File: src/rtl/mem_arbiter.sv
// Memory port arbiter: one write requester with priority over N_RD round-robin
// read channels, sharing a single byte-wide RAM port with pause and rollback.
module mem_arbiter #(
    parameter int N_RD = 2,
    parameter int MAX_LEN = 16,
    parameter logic [N_RD-1:0] RB_MASK = N_RD'(1),
    localparam int LEN_W = $clog2(MAX_LEN) + 1,
    localparam int CH_W = (N_RD > 1) ? $clog2(N_RD) : 1
) (
    input  logic                     clk,
    input  logic                     rst,
    input  logic                     rdy,
    input  logic                     rb,
    input  logic [N_RD-1:0]          rd_req,
    input  logic [32*N_RD-1:0]       rd_addr,
    input  logic [LEN_W*N_RD-1:0]    rd_len,
    output logic [N_RD-1:0]          rd_done,
    output logic [8*MAX_LEN-1:0]     rd_data,
    input  logic                     wr_req,
    input  logic [31:0]              wr_addr,
    input  logic [31:0]              wr_data,
    input  logic [2:0]               wr_len,
    output logic                     wr_done,
    output logic                     ram_rw_sel,
    output logic [31:0]              ram_addr,
    output logic [7:0]               ram_wr_byte,
    input  logic [7:0]               ram_rd_byte,
    input  logic                     io_buffer_full
);

    typedef enum logic [1:0] {IDLE, RD, WR} state_t;

    state_t               state_q, state_d;
    logic [CH_W-1:0]      ptr_q, ptr_d, ch_q, ch_d;
    logic [31:0]          ram_addr_q, ram_addr_d, prev_addr_q, prev_addr_d;
    logic [7:0]           ram_wr_byte_q, ram_wr_byte_d;
    logic [LEN_W-1:0]     len_q, len_d, iss_q, iss_d, cap_q, cap_d;
    logic                 issuing_q, issuing_d;
    logic [8*MAX_LEN-1:0] buf_q, buf_d, rd_data_q, rd_data_d;
    logic [N_RD-1:0]      rd_done_q, rd_done_d;
    logic                 wr_done_q, wr_done_d;
    logic [31:0]          wdata_q, wdata_d;
    logic [2:0]           wlen_q, wlen_d, wcnt_q, wcnt_d;
    logic                 io_hold_q, io_hold_d;

    logic [31:0]          ch_addr [N_RD];
    logic [LEN_W-1:0]     ch_len [N_RD];

    genvar gi;
    generate
        for (gi = 0; gi < N_RD; gi++) begin : g_ch
            logic [LEN_W-1:0] raw_len;
            assign raw_len = rd_len[gi*LEN_W +: LEN_W];
            assign ch_addr[gi] = rd_addr[gi*32 +: 32];
            assign ch_len[gi] = (raw_len == '0) ? LEN_W'(1) :
                                (raw_len > LEN_W'(MAX_LEN)) ? LEN_W'(MAX_LEN) : raw_len;
        end
    endgenerate

    // Round-robin search; a channel completing this cycle sits out.
    logic [N_RD-1:0] elig;
    logic            gnt_found;
    logic [CH_W-1:0] gnt_ch;
    int              idx;

    always_comb begin
        elig      = rd_req & ~rd_done_q & (rb ? ~RB_MASK : {N_RD{1'b1}});
        gnt_found = 1'b0;
        gnt_ch    = '0;
        idx       = 0;
        for (int i = 1; i <= N_RD; i++) begin
            idx = int'(ptr_q) + i;
            if (idx >= N_RD) idx = idx - N_RD;
            if (!gnt_found && elig[idx[CH_W-1:0]]) begin
                gnt_found = 1'b1;
                gnt_ch    = idx[CH_W-1:0];
            end
        end
    end

    logic             wr_blocked;
    logic [LEN_W-1:0] cap_lim;

    assign wr_blocked = io_hold_q && io_buffer_full;
    assign cap_lim    = issuing_q ? iss_q : len_q;

    always_comb begin
        state_d       = state_q;
        ptr_d         = ptr_q;
        ch_d          = ch_q;
        ram_addr_d    = ram_addr_q;
        prev_addr_d   = rdy ? ram_addr_q : prev_addr_q;
        ram_wr_byte_d = ram_wr_byte_q;
        len_d         = len_q;
        iss_d         = iss_q;
        cap_d         = cap_q;
        issuing_d     = issuing_q;
        buf_d         = buf_q;
        rd_data_d     = rd_data_q;
        rd_done_d     = '0;
        wr_done_d     = 1'b0;
        wdata_d       = wdata_q;
        wlen_d        = wlen_q;
        wcnt_d        = wcnt_q;
        io_hold_d     = io_hold_q;

        case (state_q)
            IDLE: begin
                if (rdy) begin
                    if (wr_req) begin
                        state_d       = WR;
                        ram_addr_d    = wr_addr;
                        ram_wr_byte_d = wr_data[7:0];
                        wdata_d       = wr_data;
                        wlen_d        = (wr_len == 3'd1 || wr_len == 3'd2 || wr_len == 3'd4) ? wr_len : 3'd4;
                        wcnt_d        = 3'd0;
                        io_hold_d     = (wr_addr[17:16] == 2'b11);
                    end else if (gnt_found) begin
                        state_d    = RD;
                        ch_d       = gnt_ch;
                        ptr_d      = gnt_ch;
                        ram_addr_d = ch_addr[gnt_ch];
                        len_d      = ch_len[gnt_ch];
                        iss_d      = '0;
                        cap_d      = '0;
                        issuing_d  = 1'b1;
                        buf_d      = '0;
                    end
                end
            end
            RD: begin
                if (rdy) begin
                    if (rb && RB_MASK[ch_q]) begin
                        state_d    = IDLE;
                        ram_addr_d = '0;
                    end else begin
                        if (issuing_q) begin
                            if (iss_q + LEN_W'(1) < len_q) begin
                                iss_d      = iss_q + LEN_W'(1);
                                ram_addr_d = ram_addr_q + 32'd1;
                            end else begin
                                issuing_d = 1'b0;
                            end
                        end
                        // RAM data lags the address by one cycle, so capture trails issue.
                        if (cap_q < cap_lim) begin
                            buf_d[8*int'(cap_q) +: 8] = ram_rd_byte;
                            cap_d = cap_q + LEN_W'(1);
                            if (cap_q + LEN_W'(1) == len_q) begin
                                state_d          = IDLE;
                                rd_done_d[ch_q]  = 1'b1;
                                rd_data_d        = buf_d;
                                ram_addr_d       = '0;
                            end
                        end
                    end
                end
            end
            WR: begin
                if (rdy && !wr_blocked) begin
                    if (wcnt_q + 3'd1 < wlen_q) begin
                        wcnt_d        = wcnt_q + 3'd1;
                        wdata_d       = wdata_q >> 8;
                        ram_wr_byte_d = wdata_q[15:8];
                        ram_addr_d    = ram_addr_q + 32'd1;
                    end else begin
                        state_d       = IDLE;
                        wr_done_d     = 1'b1;
                        ram_addr_d    = '0;
                        ram_wr_byte_d = '0;
                    end
                end
            end
            default: state_d = IDLE;
        endcase
    end

    always_ff @(posedge clk or posedge rst) begin
        if (rst) begin
            state_q       <= IDLE;
            ptr_q         <= CH_W'(N_RD - 1);
            ch_q          <= '0;
            ram_addr_q    <= '0;
            prev_addr_q   <= '0;
            ram_wr_byte_q <= '0;
            len_q         <= '0;
            iss_q         <= '0;
            cap_q         <= '0;
            issuing_q     <= 1'b0;
            buf_q         <= '0;
            rd_data_q     <= '0;
            rd_done_q     <= '0;
            wr_done_q     <= 1'b0;
            wdata_q       <= '0;
            wlen_q        <= '0;
            wcnt_q        <= '0;
            io_hold_q     <= 1'b0;
        end else begin
            state_q       <= state_d;
            ptr_q         <= ptr_d;
            ch_q          <= ch_d;
            ram_addr_q    <= ram_addr_d;
            prev_addr_q   <= prev_addr_d;
            ram_wr_byte_q <= ram_wr_byte_d;
            len_q         <= len_d;
            iss_q         <= iss_d;
            cap_q         <= cap_d;
            issuing_q     <= issuing_d;
            buf_q         <= buf_d;
            rd_data_q     <= rd_data_d;
            rd_done_q     <= rd_done_d;
            wr_done_q     <= wr_done_d;
            wdata_q       <= wdata_d;
            wlen_q        <= wlen_d;
            wcnt_q        <= wcnt_d;
            io_hold_q     <= io_hold_d;
        end
    end

    // While paused in a read, keep presenting the address whose data is still owed.
    assign ram_addr    = (state_q == RD && !rdy) ? prev_addr_q : ram_addr_q;
    assign ram_rw_sel  = (state_q == WR) && rdy && !wr_blocked;
    assign ram_wr_byte = ram_wr_byte_q;
    assign rd_done     = rd_done_q;
    assign wr_done     = wr_done_q;
    assign rd_data     = rd_data_q;

endmodule

File: config.mk
export PLATFORM = sky130hd
export DESIGN_NAME = mem_arbiter
export DESIGN_NICKNAME = d
export VERILOG_FILES = /design/src/rtl/mem_arbiter.sv
export SDC_FILE = /design/constraint.sdc
export NUM_CORES = 1
export LEC_CHECK = 0
export CAP_MARGIN = 30
export CORE_ASPECT_RATIO = 0.7
export CORE_MARGIN = 2
export CORE_UTILIZATION = 28
export CTS_CLUSTER_SIZE = 20
export DETAILED_ROUTE_END_ITERATION = 10
export PLACE_DENSITY_LB_ADDON = 0.2
export REMOVE_ABC_BUFFERS = 1
export SLEW_MARGIN = 20
export SYNTH_ARGS = -nofsm -noshare
export SYNTH_HDL_FRONTEND = slang
export SYNTH_SLANG_ARGS = --single-unit
File: constraint.sdc
create_clock -name clk -period 28.8 [get_ports clk]
set_input_delay 7.2 -clock clk [delete_from_list [all_inputs] [get_ports clk]]
set_output_delay 7.2 -clock clk [all_outputs]
set_load 0.01 [all_outputs]
==> results of run 1 <==
## path summary, 6_finish.rpt
check	from	cells past startpoint	endpoint
min in group asynchronous	rst	2	ram_addr_q[25]$_DFFE_PP0P_
hold / removal	ch_q$_DFFE_PP0P_	1	rd_done[0]$_DFF_PP0_
hold reg to reg	ch_q$_DFFE_PP0P_	1	rd_done[0]$_DFF_PP0_
setup reg to reg	cap_q[1]$_DFFE_PP0P_	11	rd_data[86]$_DFFE_PP0P_
max in group asynchronous	rst	5	ram_wr_byte[1]$_DFFE_PP0P_
setup / recovery	rdy	5	ram_addr[3]
## per-layer routing
| metal | vias to the layer above | share of wire [%] | track usage [%] | wire, µm |
|---|---|---|---|---|
| met5 | - | 0 | 0 | 0 |
| met4 | 0 | 2.2 | 4.65 | 1350 |
| met3 | 85 | 4.7 | 2.93 | 2960 |
| met2 | 377 | 45 | 26.5 | 28000 |
| met1 | 7838 | 48 | 25.8 | 30300 |
| li1 | 7398 | - | - | - |
## sequential cells by signal, indices dropped and copies added, names as in the netlist, 5 cells and up
| name | count |
|---|---|
| prev_addr_q | 32 |
| cap_q | 5 |
| ram_wr_byte | 8 |
| wdata_q | 24 |
| buf_q | 128 |
| rd_data | 128 |
| iss_q | 5 |
| len_q | 5 |
| ram_addr_q | 32 |
## cells by family after synthesis
| kind of cell | Yosys count | synth area share [%] |
|---|---|---|
| adder cells (fa/ha/maj) | 20 | 1.31 |
| buffers and inverters | 156 | 3.84 |
| XOR/XNOR | 11 | 0.505 |
| multiplexers | 193 | 10.5 |
| AO/OA/AOI/OAI | 604 | 21.0 |
| flip-flops | 382 | 50.1 |
| AND/OR/NAND/NOR | 525 | 12.7 |
## worst reg2reg max path, delay by kind of cell (launching register included)
kind,cells,cell delay (ns)
adder cells (fa/ha/maj),1,0.78
XOR/XNOR,1,0.20
buffers and inverters,4,1.63
flip-flops,1,0.51
AND/OR/NAND/NOR,3,0.72
AO/OA/AOI/OAI,2,0.38
## cell usage in the layout, fill, tap and decap left out, types with 10 or more instances in the layout
| cell | instances |
|---|---|
| or3_1 | 11 |
| nand2_1 | 298 |
| a21oi_1 | 49 |
| a31oi_1 | 13 |
| mux2_2 | 60 |
| mux2i_1 | 133 |
| a22o_1 | 133 |
| nand3_1 | 33 |
| o21a_1 | 35 |
| nor2b_1 | 11 |
| nor2_1 | 49 |
| a221o_1 | 13 |
| and2_1 | 31 |
| o21ai_1 | 29 |
| nor3_1 | 15 |
| clkbuf_16 | 45 |
| clkdlybuf4s50_1 | 326 |
| dfrtp_1 | 381 |
| ha_1 | 18 |
| a22oi_1 | 11 |
| nand4_1 | 10 |
| o21ai_0 | 239 |
| and3_1 | 25 |
| inv_1 | 32 |
| buf_4 | 20 |
## power by group through the flow
stage | registers [mW] | clock network (mW) | logic, mW
3_5_place_dp | 0.719 | 0 | 0.650
4_1_cts | 0.711 | 0.611 | 0.652
3_3_place_gp | 0.719 | 0 | 0.635
6_report | 0.711 | 0.592 | 0.656
5_1_grt | 0.723 | 0.636 | 0.720
2_1_floorplan | 0.692 | 0 | 0.402
## cell type report
cell class	instances	area (µm²)
clock inverter	16	220
timing repair buffer	354	3520
clock buffer	61	1280
multi-input combinational	1353	8820
tap	902	1130
inverter	34	135
sequential	382	9560
antenna	1	2.50
fill	6675	43100
## through the flow
stage / instance area (µm²) / setup slack [ns] / hold slack (ns)
after floorplan: 18500 / 10.99 / 0.403
after global placement: 23100 / 12.79 / 0.417
after detailed placement: 23100 / 12.74 / 0.415
after CTS: 24600 / 12.73 / 0.425
after global routing: 24700 / 12.66 / 0.464
final: 24700 / 12.73 / 0.423
==> key figures, run 1 <==
Logic synthesis
  • Synth area leaders: dfrtp_1 50%, mux2i_1 7.0%, o21ai_0 6.3%
  • Commonest cells in the netlist: 381 x dfrtp_1, 298 x nand2_1, 239 x o21ai_0
  • Sequential element share of the synthesized area: between 50% and 60%
  • Syn. warnings: 0
  • Asr flop ratio synth: 100%
  • Post-synth cell types: 78
  • #FFs+latches synth: roughly 380
  • Synth Instances: 1,891
  • Cell area after synthesis: approximately 19,000 µm²
  • Count leader, synth: dfrtp_1
  • Yosys top cell by area: dfrtp_1
  • Synth Flop Type: dfrtp_1
  • Number of flops mapped to enable cells by yosys: 0
  • Top cell type's share of synthesized area: between 40 and 50%
  • Syn Area/Cell: 10.1 µm²

Power
  • Total power: between 1.5 and 2 mW
  • Cell internal pwr: about 1.2 mW
  • Seq pwr share: 36.3%
  • Psw: roughly 0.72 mW
  • Static Leak: around 11 nW
  • Switching part of the total: between 30% and 40%
  • Max VDD drop: 0.0415 mV
  • Pwr dens: just under 80 nW/µm²
  • Gate power share: 33.5%
  • Clock group share of total power: around 30%

Timing
  • Clk_skew: roughly 0.023 ns
  • Final worst path period need: roughly 16 ns
  • FMAX: roughly 62 MHz
  • RSZ-0062 raised after global routing: false
  • Max Slew Vio Count: 0
  • Least-Margin Pin Slew: just under 0.9 ns
  • Setup tns final: 0 ns
  • Worst rel slew slack: between 40% and 50%
  • Final Hold Vio Count: 0
  • Finish-stage setup viols: 0
  • Fin crit share: around 56%

Setup path
  • CP Capture Type: output pin
  • Buffers & Inverters on Critical Path: 3
  • CP max-delay cell: clkdlybuf4s50_1
  • Kind of critical path: in2out
  • WP data required: 21.60 ns
  • Critical Path, Cell by Cell: buf_2 -> nor2_2 -> buf_4 -> mux2_2 -> clkdlybuf4s50_1
  • CP delay by family, top: buffers and inverters
  • Crit path DAT: between 8 and 9 ns
  • Max incr delay on CP: between 0.4 and 0.5 ns
  • Startpoint types: input pin
  • Largest fanout on the critical path: 39
  • Reg2reg setup slack: approximately 24 ns

Routing
  • Vias: between 15k and 20k
  • Routed vias/inst: 5.06
  • Final WL: 62,700 µm
  • First-pass iteration count of the detailed router: 5
  • DRT iter0 DRCs: approximately 1.1k
  • Residual DRC: 0
  • Wirelength per Cell: slightly above 20 µm
  • ANT nets after route: 0

GRT
  • GRT overflow: 0
  • GRT Resource Usage Total: 17.5%
  • Vias in the first global route: ~16k
  • Largest net degree at the start of global routing: between 100 and 150
  • First-pass GRT wire length: around 96,000 µm
  • Antenna violations before repair: 2

Min path
  • Worst hold path type: reg2reg

Clock network
  • CTS sink count: 382
  • Setup repair bufs after CTS: 0
  • CTS tree: built
  • Number of gates resized after CTS: 0
  • Clock tree buffer depth: 3
  • Clk_lat worst skew: 0.58 ns
  • # hold bufs at CTS: 0
  • Total CTS buffers: 45
  • Root Driver: clkbuf_16
  • H-tree depth: 2
  • Clk slew on worst S/H paths: ~0.060 ns

Die
  • Die height: 222 µm
  • Die Wd: ~320 µm
  • Initial cell density of the core: between 20 and 30%
  • Row count: 80
  • Die ar.: ~70,000 µm²
  • Core area: around 68,000 µm²
  • I/O pins: 329

Layout
  • Non-filler cells, final: about 3.1k
  • Nets: 2,347
  • Layout Area Growth over Synthesis: 29.3%
  • Final Util: 36.4%
  • Layout cell share with drive strength beyond 1: 9.50%

Placed design
  • HPWL reported at the end of detailed placement: approximately 45,000 µm
  • Dpl cells: slightly above 3k
  • Final GP Congestion: about 0.85
  • Input/output buffers: ~330

Outcome
  • Run status: complete, no violations

Run
  • Max_cap viols: 0
(Power assumes the default switching activity.)
==> run 2: changes to the inputs <==
==> constraint.sdc (replaced) <==
create_clock -name clk -period 16.82 [get_ports clk]
set_input_delay 4.205 -clock clk [delete_from_list [all_inputs] [get_ports clk]]
set_output_delay 4.205 -clock clk [all_outputs]
set_load 0.01 [all_outputs]
==> run 2 against run 1 <==
Compared with the run above:
- flip-flop and latch count did not move
- worst hold slack improved by 0.014 ns
- design area shrank 0.20%
- via count is 0.25% lower
- worst setup slack worse by 6.0 ns
- combinational power rose by 71%
- routed wire length fell by 0.67%
- total power rose by 69%
- sequential power increased by 70%
- first-iteration DRC count is 20% higher
==> key figures, run 2 (synthesized netlist as in run 1, its figures left out) <==
Routing
  • Routed vias/inst: 5.05 (was 5.06)
  • Wirelength per Cell: 20.1 µm (was 20.2 µm)
  • First-pass iteration count of the detailed router: 5 (unchanged)
  • Residual DRC: 0 (unchanged)
  • Vias: 15.7k (about the same)
  • DRT iter0 DRCs: 1,287 (was 1,073)
  • Final WL: 62,300 µm (was 62,700 µm)
  • ANT nets after route: 0 (unchanged)

Layout
  • Nets: 2,343 (was 2,347)
  • Layout Area Growth over Synthesis: 29.0% (was 29.3%)
  • Final Util: 36.3% (was 36.4%)
  • Area of all placed cells without fillers: 24,600 µm² (was 24,700 µm²)
  • Most frequent cells in the layout: 381 x dfrtp_1, 326 x clkdlybuf4s50_1, 298 x nand2_1 (unchanged)
  • Layout cell share with drive strength beyond 1: 9.64% (was 9.50%)
  • Reg area: 9560 µm² (unchanged)
  • Non-filler cells, final: 3,102 (was 3,103)
  • Fill cells: 6,723 (was 6,675)
  • Area of the multi-input gates: 8820 µm² (unchanged)
  • Most common cell after layout, fill and taps aside: dfrtp_1 (unchanged)

Setup path
  • Critical Path, Cell by Cell: buf_2 -> nor2_2 -> buf_4 -> mux2_2 -> clkdlybuf4s50_1 (unchanged)
  • Crit path DAT: 5.88 ns (was 8.87 ns)
  • Kind of critical path: in2out (unchanged)
  • CP max-delay cell: clkdlybuf4s50_1 (unchanged)
  • Largest fanout on the critical path: 39 (unchanged)
  • Startpoint types: input pin (unchanged)
  • CP Capture Type: output pin (unchanged)
  • Max incr delay on CP: 0.48 ns (about the same)
  • WP data required: 12.61 ns (was 21.60 ns)

Die
  • Die height: 222 µm (unchanged)
  • I/O pins: 329 (unchanged)
  • Core area: 67,800 µm² (unchanged)
  • Initial cell density of the core: 28.2% (unchanged)
  • Row count: 80 (unchanged)
  • Die ar.: 70,300 µm² (unchanged)
  • Die Wd: 316 µm (unchanged)

Power
  • Total power: 3.32 mW (was 1.96 mW)
  • Max VDD drop: 0.0743 mV (was 0.0415 mV)
  • Pwr dens: 135 nW/µm² (was 79.4 nW/µm²)
  • Static Leak: 10.8 nW (about the same)

Clock network
  • Total CTS buffers: 44 (was 45)
  • Setup repair bufs after CTS: 0 (unchanged)
  • Root Driver: clkbuf_16 (unchanged)
  • Clock tree buffer depth: 3 (unchanged)
  • # hold bufs at CTS: 0 (unchanged)
  • CTS tree: built (unchanged)
  • H-tree depth: 2 (unchanged)
  • Clk_lat worst skew: 0.58 ns (about the same)
  • Clk slew on worst S/H paths: 0.05 ns (was 0.06 ns)
  • Number of gates resized after CTS: 0 (unchanged)
  • CTS sink count: 382 (unchanged)

GRT
  • Largest net degree at the start of global routing: 154 (was 126)
  • GRT Resource Usage Total: 17.4% (was 17.5%)
  • Antenna violations before repair: 0 (was 2)
  • First-pass GRT wire length: 96,000 µm (about the same)
  • Vias in the first global route: 15.6k (was 15.7k)
  • GRT overflow: 0 (unchanged)

Timing
  • Setup tns final: 0 ns (unchanged)
  • Least-Margin Pin Slew: 0.986 ns (was 0.885 ns)
  • RSZ-0062 raised after global routing: false (unchanged)
  • Fin crit share: approximately three fifths
  • Final Hold Vio Count: 0 (unchanged)
  • Setup ws final: 6.74 ns (was 12.73 ns)
  • Max Slew Vio Count: 0 (unchanged)
  • WHS: 0.437 ns (was 0.423 ns)
  • Finish-stage setup viols: 0 (unchanged)
  • Final worst path period need: 10.08 ns
  • Clk_skew: 0.0302 ns (was 0.0226 ns)
  • FMAX: 99.2 MHz
  • Worst rel slew slack: 34.3% (was 40.8%)

Min path
  • Worst hold path type: reg2reg (unchanged)

Placed design
  • HPWL reported at the end of detailed placement: 44,500 µm (was 44,600 µm)
  • Final GP Congestion: 0.857 (was 0.853)
  • Input/output buffers: 328 (unchanged)
  • DP Area: 23,100 µm² (about the same)
  • Dpl cells: 3,020 (was 3,021)
  • Placement Setup Slack: 6.74 ns (was 12.74 ns)

Outcome
  • Run status: complete, no violations (unchanged)

Run
  • Max_cap viols: 0 (unchanged)
-- run 2: cell count changes in the layout (fill, tap and decap cells not counted), sizes merged --
cell      change
buf           -3
clkinvlp      +3
clkbuf        +1
clkinv        +2
bufinv        -3
inv           -1
-- run 2: final cells by class --
| cell class | instances | share of cell area (%) |
|---|---|---|
| inverters | 34 | 0.549 |
| clock inverters | 17 | 0.656 |
| well taps | 902 | 4.58 |
| repair buffers | 351 | 14.2 |
| flip-flops and latches | 382 | 38.8 |
| clock buffers | 62 | 5.36 |
| multi-input cells | 1353 | 35.8 |
| diodes | 1 | 0.0102 |
-- run 2: worst max-delay path, delay by kind of cell --
family / cells / cell delay, ns
buffers and inverters: 3 / 1.11
multiplexers: 1 / 0.40
AND/OR/NAND/NOR: 1 / 0.15
-- run 2: power by group --
part	switching [mW]	internal, mW	leakage, nW
Combinational	0.668	0.447	4.85
Sequential	0.143	1.07	5.19
Clock	0.412	0.578	0.733
Total	1.22	2.10	10.8
-- run 2: routing by layer --
layer / share of wire [%] / vias up / wire length [µm] / track usage [%]
met5: 0 / - / 0 / 0
li1: - / 7412 / - / -
met2: 45 / 352 / 28200 / 26.7
met1: 48 / 7822 / 30100 / 26.1
met3: 4.7 / 73 / 2920 / 2.40
met4: 1.6 / 0 / 987 / 3.61
-- run 2: path summary, 6_finish.rpt --
kind,start,to,slack [ns],cells past startpoint
worst max-delay path,rdy,ram_addr[3],6.74,5
worst min-delay path,ch_q$_DFFE_PP0P_,rd_done[0]$_DFF_PP0_,0.44,1
worst min register to register,ch_q$_DFFE_PP0P_,rd_done[0]$_DFF_PP0_,0.44,1
max in group asynchronous,rst,rd_data[35]$_DFFE_PP0P_,10.66,5
worst max register to register,cap_q[1]$_DFFE_PP0P_,rd_data[83]$_DFFE_PP0P_,12.50,11
min in group asynchronous,rst,rd_data[120]$_DFFE_PP0P_,4.16,2
==> run 3: changes to the inputs <==
==> constraint.sdc (replaced) <==
create_clock -name clk -period 9.34 [get_ports clk]
set_input_delay 2.335 -clock clk [delete_from_list [all_inputs] [get_ports clk]]
set_output_delay 2.335 -clock clk [all_outputs]
set_load 0.01 [all_outputs]
==> run 3 against run 2 <==
Compared with the run above:
- sequential power up 81%
- flip-flop and latch count did not move
- clock power increased by 90%
- routed wire length rose by 0.62%
- clock-buffer cell count grew 2
- clock skew is 0.0029 ns lower
- via count grew 1.3%
- critical path type unchanged
==> key figures, run 3 (synthesized netlist as in run 1, its figures left out) <==
Timing
  • Clk_skew: 0.0273 ns (was 0.0302 ns)
  • Setup tns final: 0 ns (unchanged)
  • FMAX: between 150 and 200 MHz
  • Max Slew Vio Count: 0 (unchanged)
  • RSZ-0062 raised after global routing: false (unchanged)
  • Worst rel slew slack: 42.2% (was 34.3%)
  • Fin crit share: 67.7%
  • Least-Margin Pin Slew: 0.865 ns (was 0.986 ns)
  • Finish-stage setup viols: 0 (unchanged)
  • Final worst path period need: 6.32 ns
  • Final Hold Vio Count: 0 (unchanged)

Layout
  • Layout cell share with drive strength beyond 1: 9.59% (was 9.64%)
  • Most frequent cells in the layout: 381 x dfrtp_1, 326 x clkdlybuf4s50_1, 298 x nand2_1 (unchanged)
  • Final Util: 36.5% (was 36.3%)
  • Most common cell after layout, fill and taps aside: dfrtp_1 (unchanged)
  • Fill cells: 6,732 (was 6,723)
  • Non-filler cells, final: 3,104 (was 3,102)
  • Layout Area Growth over Synthesis: 29.6% (was 29.0%)
  • Nets: 2,343 (unchanged)

Clock network
  • Total CTS buffers: 46 (was 44)
  • Root Driver: clkbuf_16 (unchanged)
  • # hold bufs at CTS: 0 (unchanged)
  • Clock tree buffer depth: 3 (unchanged)
  • Number of gates resized after CTS: 0 (unchanged)
  • Clk slew on worst S/H paths: 0.06 ns (was 0.05 ns)
  • CTS tree: built (unchanged)
  • H-tree depth: 2 (unchanged)
  • Setup repair bufs after CTS: 0 (unchanged)
  • Clk_lat worst skew: 0.58 ns (about the same)
  • CTS sink count: 382 (unchanged)

Routing
  • Residual DRC: 0 (unchanged)
  • ANT nets after route: 0 (unchanged)
  • First-pass iteration count of the detailed router: 7 (was 5)
  • Wirelength per Cell: 20.2 µm (was 20.1 µm)
  • DRT iter0 DRCs: 1,172 (was 1,287)
  • Vias: 15.9k (was 15.7k)
  • Final WL: 62,700 µm (was 62,300 µm)
  • Routed vias/inst: 5.11 (was 5.05)

Setup path
  • WP data required: 7.01 ns (was 12.61 ns)
  • Startpoint types: input pin (unchanged)
  • CP max-delay cell: clkdlybuf4s50_1 (unchanged)
  • Crit path DAT: 3.99 ns (was 5.88 ns)
  • Critical Path, Cell by Cell: buf_2 -> nor2_2 -> buf_4 -> mux2_2 -> clkdlybuf4s50_1 (unchanged)
  • Kind of critical path: in2out (unchanged)
  • CP delay by family, top: buffers and inverters (unchanged)
  • Largest fanout on the critical path: 39 (unchanged)
  • Max incr delay on CP: 0.48 ns (about the same)
  • CP Capture Type: output pin (unchanged)
  • Reg2reg setup slack: 5.52 ns (was 12.50 ns)
  • Buffers & Inverters on Critical Path: 3 (unchanged)

Power
  • Static Leak: 10.8 nW (about the same)
  • Max VDD drop: 0.125 mV (was 0.0743 mV)
  • Pwr dens: 246 nW/µm² (was 135 nW/µm²)
  • Total power: 6.09 mW (was 3.32 mW)

Die
  • Initial cell density of the core: 28.2% (unchanged)
  • Die ar.: 70,300 µm² (unchanged)
  • Core area: 67,800 µm² (unchanged)
  • Row count: 80 (unchanged)
  • Die height: 222 µm (unchanged)
  • Die Wd: 316 µm (unchanged)
  • I/O pins: 329 (unchanged)

GRT
  • Antenna violations before repair: 1 (was 0)
  • Largest net degree at the start of global routing: 159 (was 154)
  • GRT overflow: 0 (unchanged)
  • GRT Resource Usage Total: 17.4% (about the same)
  • Vias in the first global route: 15.9k (was 15.6k)
  • First-pass GRT wire length: 95,800 µm (was 96,000 µm)

Min path
  • Worst hold path type: reg2reg (unchanged)

Placed design
  • Final GP Congestion: 0.854 (was 0.857)
  • Input/output buffers: 328 (unchanged)
  • Dpl cells: 3,016 (was 3,020)
  • HPWL reported at the end of detailed placement: 44,400 µm (was 44,500 µm)

Outcome
  • Run status: complete, no violations (unchanged)

Run
  • Max_cap viols: 0 (unchanged)
-- run 3: final timing paths --
path                                 startpoint                         end  cells past startpoint
max                                         rdy                 ram_addr[1]                      5
min                            ch_q$_DFFE_PP0P_        rd_done[0]$_DFF_PP0_                      1
max reg2reg                cap_q[1]$_DFFE_PP0P_     rd_data[77]$_DFFE_PP0P_                     10
min reg2reg                    ch_q$_DFFE_PP0P_        rd_done[0]$_DFF_PP0_                      1
max in group asynchronous                   rst  ram_wr_byte[3]$_DFFE_PP0P_                      4
min in group asynchronous                   rst    rd_data[124]$_DFFE_PP0P_                      2
-- run 3: power breakdown --
part | internal (mW) | switching [mW] | total (mW)
Combinational | 0.818 | 1.20 | 2.02
Clock | 1.12 | 0.760 | 1.88
Sequential | 1.93 | 0.261 | 2.19
Total | 3.87 | 2.22 | 6.09
-- run 3: layout make-up --
class	count	area [µm²]	area share [%]
Antenna cell	1	2.50	0.0101
Clock buffer	64	1350	5.46
Tap cell	902	1130	4.56
Clock inverter	19	236	0.956
Multi-Input combinational cell	1353	8820	35.7
Inverter	34	135	0.546
Sequential cell	382	9560	38.7
Timing Repair Buffer	349	3490	14.1
-- run 3: per-layer routing --
layer	wire, µm	track usage (%)	up-vias	share of wire [%]
met4	1580	5.17	2	2.5
met3	3340	3.05	98	5.3
li1	-	-	7404	-
met1	29600	25.1	7933	47
met5	12	0	-	0.019
met2	28100	26.6	418	45
-- run 3: worst register-to-register path, delay by kind of cell, from the launching register on --
kind	cells	cell delay (ns)
adder cells (fa/ha/maj)	1	0.76
flip-flops	1	0.49
AND/OR/NAND/NOR	4	1.21
XOR/XNOR	1	0.13
buffers and inverters	2	0.71
AO/OA/AOI/OAI	2	0.38
-- run 3: per-stage QoR --
stage               worst slack (ns)  hold slack [ns]  instance area [µm²]
floorplan                      -3.61            0.403                18500
global placement                3.06            0.414                23100
detailed placement              3.01            0.434                23100
CTS                             3.01            0.451                24700
global route                    2.95            0.495                24700
finish                          3.02            0.444                24700
==> edit: new RTL, config.mk and constraints of run 1 <==
`N_RD`: 2 -> 1.
--- a/src/rtl/mem_arbiter.sv
+++ b/src/rtl/mem_arbiter.sv
@@ -1,7 +1,7 @@
 // Memory port arbiter: one write requester with priority over N_RD round-robin
 // read channels, sharing a single byte-wide RAM port with pause and rollback.
 module mem_arbiter #(
-    parameter int N_RD = 2,
+    parameter int N_RD = 1,
     parameter int MAX_LEN = 16,
     parameter logic [N_RD-1:0] RB_MASK = N_RD'(1),
     localparam int LEN_W = $clog2(MAX_LEN) + 1,
Ports: changed (resized rd_addr, rd_done, rd_len and rd_req); port bits go from 329 to 290. The function was not compared with the original's and may differ.
==> edit against run 1 <==
- final cell count fell by 2.8%
- wire length fell by 5.3%
- area after synthesis shrank 1.4%
- setup slack improved by 0.091 ns
- sequential cell count down 2
- global-route usage fell by 0.65 points
- design area down 2.9%
- power rose by 2.7%
- hold slack got worse by 0.045 ns
- die area fell by 1.4%
- sequential share of layout area rose by 0.94 points
- critical path type unchanged
- largest power group unchanged
- highest routed layer is now met5
==> edit: results (changes against run 1) <==
TIMING
----------------------------------------------------------------------------------
Smallest hold slack .................................................     0.378 ns   -0.0447 ns
Pin slew with the least headroom to its limit .......................     0.961 ns   +0.0760 ns

GRT
----------------------------------------------------------------------------------
Met2 track demand over resource in global routing ...................        25.5%   -1.0 points
GRT Util Overall ....................................................        16.9%   -0.65 points
Number of global-route vias before repair ...........................       15,400   -2.5%
GRT met3 Usage ......................................................        3.35%   +0.42 points
Global-route wire length before repair ..............................    92,700 um   -3.3%

DETAILED ROUTING
----------------------------------------------------------------------------------
Routed length on met3 ...............................................      3180 um   +7.5%
Post-DR vias/cell ...................................................         5.02   -0.74%
Highest metal layer with signal wires ...............................         met5
Wire length per cell after detailed routing .........................      19.7 um   -2.5%
Sum of met2 wire segment lengths after detailed routing .............    26,200 um   -6.4%
Drt total wl ........................................................    59,400 um   -5.3%
Met1 wire length ....................................................    28,500 um   -5.9%

FINAL LAYOUT
----------------------------------------------------------------------------------
Share of final-layout standard cells stronger than drive strength 1 .        9.42%   -0.084 points
Sequential cell area in the final layout ............................   9510 sq um   -0.54%
Filler Cell Count ...................................................        6,708   +0.49%
Number of nets in the final layout ..................................        2,235   -4.8%

CRITICAL PATH
----------------------------------------------------------------------------------
Highest fanout seen on the critical path ............................           32   -18%
Worst-case register-to-register setup slack .........................     24.88 ns   +0.42 ns

POWER AND IR DROP
----------------------------------------------------------------------------------
Sequential fraction of design power .................................        36.7%   +0.4 points
Peak supply drop ....................................................  0.0000328 V   -21%
Clock power frac ....................................................        26.7%   -3.5 points

SYNTH
----------------------------------------------------------------------------------
Area share of xor/xnor cells in the synthesized design ..............        1.58%   +1.1 points
Post-synthesis cell type count ......................................           73   -6.4%
Commonest cells in the synthesized netlist .......................... sky130_fd_sc_hd__dfrtp_1 (380), sky130_fd_sc_hd__nand2_1 (259), sky130_fd_sc_hd__o21ai_0 (189)
Complex-gate fraction of the synthesized area .......................        18.9%   -2.1 points

STATUS
----------------------------------------------------------------------------------
Run status .......................................................... complete, no violations

PLACE
----------------------------------------------------------------------------------
Input/output buffers ................................................          289   -12%
Half-perimeter wire length of the detailed placement result .........    41,700 um   -6.6%

CLOCK TREE
----------------------------------------------------------------------------------
Number of buffers added by the clock tree synthesis step ............           43   -4.4%

[edit: cell types whose count changed in the layout (fill, tap and decap cells not counted), sizes merged, moves of 21 or more]
cell	run 1	this run
o2bb2ai	1	49
a22o	133	97
o21a	35	3
o21ai	273	191
a21oi	51	82
clkdlybuf4s50	326	287
xnor2	7	28
nand2	305	264
nor2	60	90
[edit: final cells by class]
type                            instances  share of cell area (%)
Clock buffer                           59                    5.17
Tap cell                              891                    4.65
Multi-Input combinational cell       1316                    36.0
Clock inverter                         14                   0.486
Inverter                               27                   0.454
Timing Repair Buffer                  328                    13.6
Antenna cell                            1                  0.0104
Sequential cell                       380                    39.7
[edit: worst paths after layout]
path                           from           to  cells past startpoint
setup / recovery                rdy  ram_addr[3]                      5
hold / removal                 ch_q         ch_q                      0
setup reg to reg           cap_q[1]   buf_q[106]                      9
hold reg to reg                ch_q         ch_q                      0
max in group asynchronous       rst  rd_data[52]                      3
min in group asynchronous       rst  rd_data[60]                      2
